[src/rtl/rr_arb_pkg.sv]
// Shared constants, state encoding and helpers for the 16-requester round-robin arbiter.
// Consumers: rr_prio_enc16 and rr_arbiter16 (which builds its hold timer only under RR_ARB_TIMEOUT_EN).
package rr_arb_pkg;

  localparam int N_REQ  = 16;
  localparam int ID_W   = 4;
  localparam int PTR_W  = ID_W;
  localparam int HOLD_W = 8;
  localparam int NIB_N  = N_REQ / 4;

  typedef enum logic {
    IDLE = 1'b0,
    HOLD = 1'b1
  } arb_state_e;

  // Priority moves to the slot just after the releasing owner; 15 wraps to 0.
  function automatic logic [PTR_W-1:0] next_ptr(input logic [ID_W-1:0] owner);
    next_ptr = PTR_W'(owner + 1'b1);
  endfunction

  // Lowest set bit of a 4-bit slice (caller guarantees the slice is non-zero).
  function automatic logic [1:0] nib_lsb(input logic [3:0] v);
    if (v[0])      nib_lsb = 2'd0;
    else if (v[1]) nib_lsb = 2'd1;
    else if (v[2]) nib_lsb = 2'd2;
    else           nib_lsb = 2'd3;
  endfunction

endpackage

[src/rtl/rr_prio_enc16.sv]
// Masked 16-to-4 priority encoder: lowest set bit at or above i_ptr, else lowest set bit overall.
// Purely combinational; the caller registers the result.
module rr_prio_enc16
  import rr_arb_pkg::*;
(
  input  logic [N_REQ-1:0] i_vec,
  input  logic [PTR_W-1:0] i_ptr,
  output logic [ID_W-1:0]  o_idx,
  output logic             o_valid
);

  logic [N_REQ-1:0] w_mask;
  logic [N_REQ-1:0] w_masked;
  logic [N_REQ-1:0] w_sel;
  logic [NIB_N-1:0] w_nib_valid;
  logic [1:0]       w_nib_idx [NIB_N];

  genvar gi;
  generate
    for (gi = 0; gi < N_REQ; gi++) begin : g_mask
      assign w_mask[gi] = (5'(gi) >= {1'b0, i_ptr});
    end
  endgenerate

  assign w_masked = i_vec & w_mask;
  // Nothing at or above ptr means the search wraps to the unmasked vector.
  assign w_sel    = (|w_masked) ? w_masked : i_vec;
  assign o_valid  = |i_vec;

  generate
    for (gi = 0; gi < NIB_N; gi++) begin : g_nib
      assign w_nib_valid[gi] = |w_sel[4*gi +: 4];
      assign w_nib_idx[gi]   = nib_lsb(w_sel[4*gi +: 4]);
    end
  endgenerate

  always_comb begin
    o_idx = '0;
    for (int n = NIB_N - 1; n >= 0; n--) begin
      if (w_nib_valid[n]) o_idx = {2'(n), w_nib_idx[n]};
    end
  end

endmodule

[config.mk]
export PLATFORM = sky130hd
export DESIGN_NAME = rr_prio_enc16
export DESIGN_NICKNAME = d
export VERILOG_FILES = /design/src/rtl/rr_arb_pkg.sv /design/src/rtl/rr_prio_enc16.sv
export SDC_FILE = /design/constraint.sdc
export NUM_CORES = 1
export LEC_CHECK = 0
export BUFFER_PORTS_ARGS = -buffer_cell sky130_fd_sc_hd__buf_2
export CAP_MARGIN = 40
export CORE_ASPECT_RATIO = 0.5
export CORE_UTILIZATION = 30
export DETAILED_ROUTE_END_ITERATION = 12
export SLEW_MARGIN = 0
export SYNTH_ARGS = -nofsm -noshare
export SYNTH_HDL_FRONTEND = slang
export SYNTH_SLANG_ARGS = --single-unit
[constraint.sdc]
create_clock -name vclk -period 3.1
set_input_delay 0.465 -clock vclk [all_inputs]
set_output_delay 0.465 -clock vclk [all_outputs]
set_load 0.02 [all_outputs]
* After elaboration in Yosys (flattened, before gate mapping) *
Cells that the tools add are included.

operators by class
  magnitude comparators = 15
  muxes and demuxes = 17
  bitwise gates (word level) = 1
  reduce and logical (&&, ||, !) cells = 6

operator list
  operator              count
  $reduce_or A16 Y1     2
  $ge A4 B4 Y1 const A  7
  $and A16 B16 Y16      1
  $ge A3 B4 Y1 const A  4
  $mux W16              1
  $mux W2               8
  $mux W4               4
  $reduce_or A4 Y1      4
  $ge A1 B4 Y1 const A  2
  $ge A2 B4 Y1 const A  2
  $mux W1               4

word-level totals
  flip-flop bits (word level) = 0
  input bits = 20
  output and inout port bits = 5
  logic and storage cells = 39

* Depth between registers and ports, before layout *
  word-level depth = 11
  depth in mapped cells = 9
  gate-level depth less buffers = 8

* Least setup slack after synthesis *
Ideal clock, no wire load.

  path kind = input -> output
  start point = in i_ptr[0]
  end point = out o_idx[0]
  data arrival time = 2240 ps
  setup slack = 395 ps
  stages on the path = 8
  path through = buf_2 -> nand2b_4 -> a221oi_4 -> o21bai_2 -> o21ai_0 -> a32o_2 -> nand2b_1 -> o211ai_1

on the way
  cells in the longest elaborated chain, start to end = 11
  elaborated cells between the ends (all ways) = 38
  classes of those cells = 15 x order compare; 17 x mux; 1 x bitwise; 5 x reduce/logical

ends and longest elaborated chain
  element                               RTL line             text
  start, declared                       rr_prio_enc16.sv:7   input logic [PTR_W-1:0] i_ptr,
  $ge A1 B4 Y1 (tied with other cells)  rr_prio_enc16.sv:21  assign w_mask[gi] = (5'(gi) >= {1'b0, i_ptr});
  $and A16 B16 Y16 (*)                  rr_prio_enc16.sv:25  assign w_masked = i_vec & w_mask;
  $reduce_or A16 Y1                     rr_prio_enc16.sv:27  assign w_sel = (|w_masked) ? w_masked : i_vec;
  $mux W16 (*)                          rr_prio_enc16.sv:27
  $mux W1                               rr_arb_pkg.sv:25     else if (v[2]) nib_lsb = 2'd2;
  $mux W2                               rr_arb_pkg.sv:24     else if (v[1]) nib_lsb = 2'd1;
  $mux W2                               rr_arb_pkg.sv:23     if (v[0]) nib_lsb = 2'd0;
  $mux W4 (3 in series)                 rr_prio_enc16.sv:40  if (w_nib_valid[n]) o_idx = {2'(n), w_nib_idx[n]};
  $mux W4 (*)                           rr_prio_enc16.sv:40
  end, declared                         rr_prio_enc16.sv:8   output logic [ID_W-1:0] o_idx,

Mark *: on every way between the ends. The rest lies on a longest branch, timed or not.

* Final worst setup path *
  start point = in i_ptr[2]
  end point = out o_idx[1]

on the way
  cells in the longest elaborated chain, start to end = 10
  elaborated cells between the ends (all ways) = 34
  classes of those cells = 15 x order compare; 13 x mux; 1 x bitwise; 5 x reduce/logical

ends and longest elaborated chain
  element                               RTL line
  $ge A1 B4 Y1 (tied with other cells)  rr_prio_enc16.sv:21
  $and A16 B16 Y16 (*)                  rr_prio_enc16.sv:25
  $reduce_or A16 Y1                     rr_prio_enc16.sv:27
  $mux W16 (*)                          rr_prio_enc16.sv:27
  $mux W2                               rr_arb_pkg.sv:24
  $mux W2                               rr_arb_pkg.sv:23
  $mux W4 (3 in series)                 rr_prio_enc16.sv:40
  $mux W4 (*)                           rr_prio_enc16.sv:40

Marks and branches as above.

==> reports/metrics.csv <==
metric,value,unit
Die H,39.9,um
vias per cell,5.91,
total power,174,uW
nets@finish,183,
initial antenna violation count,0,
xor-xnor portion of the synthesized cell area,0,%
post-route cell area,1140,sq um
Non-Filler Instances,198,
final-report max-slew violation count,0,
leak pwr,0.428,nW
Yosys cell types,52,
worst setup path start,i_ptr[2],
All-Layer GR Usage,19.7,%
outcome,"finished, final reports clean",
Syn Inst Count,128,
Inst Count DP,195,
drt drc,0,
largest net degree at the start of global routing,15,
Place WS,26.9,ps
Simple-Gate Fraction of Synth Area,30.0,%
Reg area,0,sq um
port bufs,25,
Max-Cap Viols,0,
crit start category,input pin,
"IR drop worst, VDD",0.0344,mV
CP Buf/Inv Count,3,
WS Path Type,in2out,
Final Util,43.0,%
"Net Count, Synth",148,
first-pass GRT wire length,4.77,mm
CP max FO,12,
vias post-DR,1171,
Setup crit end kind,output pin,
global route overflow,0,
Std-Cell Rows,13,
DP Area,1090,sq um
Final ANT Viol Nets,0,
Pwr per Cell Area,152,nW/um^2
Synth Area in Adders,0,%
final hold slack,1360,ps
crit-path max cell delay,470,ps
max_slew headroom,66.7,%
Core Region,2650,sq um
Final setup viols,0,
# clk buffers,0,
Final GP Congestion,0.864,
share of post-route cells with drive strength above 1,39.8,%
Critical Path RT,2630,ps
Yosys warning count,0,
Routed WL per cell,15.1,um
WL final,2.99,mm
I/O pin count,25,
CP Depth,9,
Least-Margin Pin Slew,495,ps
Post-Syn Area,862,sq um
critical path's slowest cell,a2111oi_4,
Hold Path Class,in2out,
Initial Util,32.5,%
cell family with most CP delay,compound AO/OA/AOI/OAI gates,
complex-gate fraction of the synthesized area,61.4,%
drt first pass iters,4,
Synth area leaders,"nor2_1 7.8%, o21ai_0 7.0%, a21oi_1 6.4%, a2111oi_4 3.2%, a221oi_4 3.0%",
fin crit period,2980,ps
post-synth top area share,7.84,%
vias in the first global route,1021,
final setup margin,119,ps
"Period Utilization, post-route",96.2,%
ANT cells,0,
Synth Area per Inst,6.73,sq um
setup TNS,0,ps
register area share after synthesis,0,%
Worst Path Arrival,2520,ps
"Hold Violations, Final",0,
end of the critical path,o_idx[1],
crit-path cells,buf_4 > clkinvlp_4 > a2111oi_4 > o2111ai_4 > o21ai_4 > a211oi_2 > a221oi_2 > o31ai_2 > buf_2,
Die W,77.8,um
largest family of logic cells by synthesized area,compound AO/OA/AOI/OAI gates,
Detail Placement HPWL,2.41,mm
Fmax achieved,335,MHz
Syn-to-layout area delta,32.4,%
seq_cells,0,
DIE AREA,3110,sq um
post-synthesis mux area share,1.31,%
DR iter-0 viols,171,
largest area contributor in the netlist,nor2_1,
cell usage in the layout (no fill, tap or decap), types with 2 or more instances in the layout:
cell type and count:
a21o_1 2, a21oi_1 11, a22oi_1 2, buf_2 24, buf_4 14, inv_1 5, nand2_1 6, nand2b_1 3
nand3_1 3, nor2_1 17, nor2b_1 2, nor3_1 5, o2111ai_1 2, o211ai_1 3, o21a_1 3, o21ai_0 10
o21ai_1 4, o21bai_1 2, o22ai_1 4, or2_2 4
final cells by class:
| type | count | area, sq um |
|---|---|---|
| Multi-Input combinational cell | 115 | 820 |
| Inverter | 7 | 30.0 |
| Fill cell | 287 | 1510 |
| Timing Repair Buffer | 39 | 245 |
| Tap cell | 37 | 46.3 |
where the power goes:
| part | total [mW] | leakage (nW) | switching [mW] | internal (mW) |
|---|---|---|---|---|
| Clock | 0 | 0 | 0 | 0 |
| Sequential | 0 | 0 | 0 | 0 |
| Combinational | 0.174 | 0.428 | 0.102 | 0.0721 |
synth_stat cells (all sizes together), types with 2 or more instances:
library cell and number:
nor2 19, o221ai 2, inv 7, nor4 2, clkbuf 2, o21bai 3
a22oi 2, o22ai 4, nor3 5, o211ai 3, o21a 3, nand3 3
o21ai 15, nor2b 2, a21oi 11, nand2b 4, or2 4, a221oi 2
buf 4, a21o 3, nand2 6, o2111ai 3
kinds of logic (layout without fill, tap and decap cells):
logic type / count (synthesis) / count (layout)
AO/OA/AOI/OAI: 64 / 64
buffers and inverters: 13 / 46
multiplexers: 1 / 1
AND/OR/NAND/NOR: 50 / 50
worst min path at each step:
stage          startpoint  endpoint  depth (start not counted)
4_1_cts         i_vec[12]   o_valid                          4
3_3_place_gp    i_vec[12]   o_valid                          4
3_5_place_dp    i_vec[12]   o_valid                          4
2_1_floorplan   i_vec[14]   o_valid                          2
5_1_grt         i_vec[12]   o_valid                          4
6_report         i_vec[3]   o_valid                          4
repair_timing:
| item | in CTS | in global routing |
|---|---|---|
| gates resized for setup | 0 | 9 |
| hold buffers | 0 | 0 |
| setup buffers | 0 | 3 |
| setup endpoints to repair | 0 | 2 |
metal layers:
layer	share of wire (%)	global-route usage, %	up-vias
met5	0	0	-
met4	0.10	0.943	0
met3	7.2	0.698	2
met2	43	34.5	57
met1	50	28.6	543
li1	-	-	569
(Power assumes the default switching activity.)
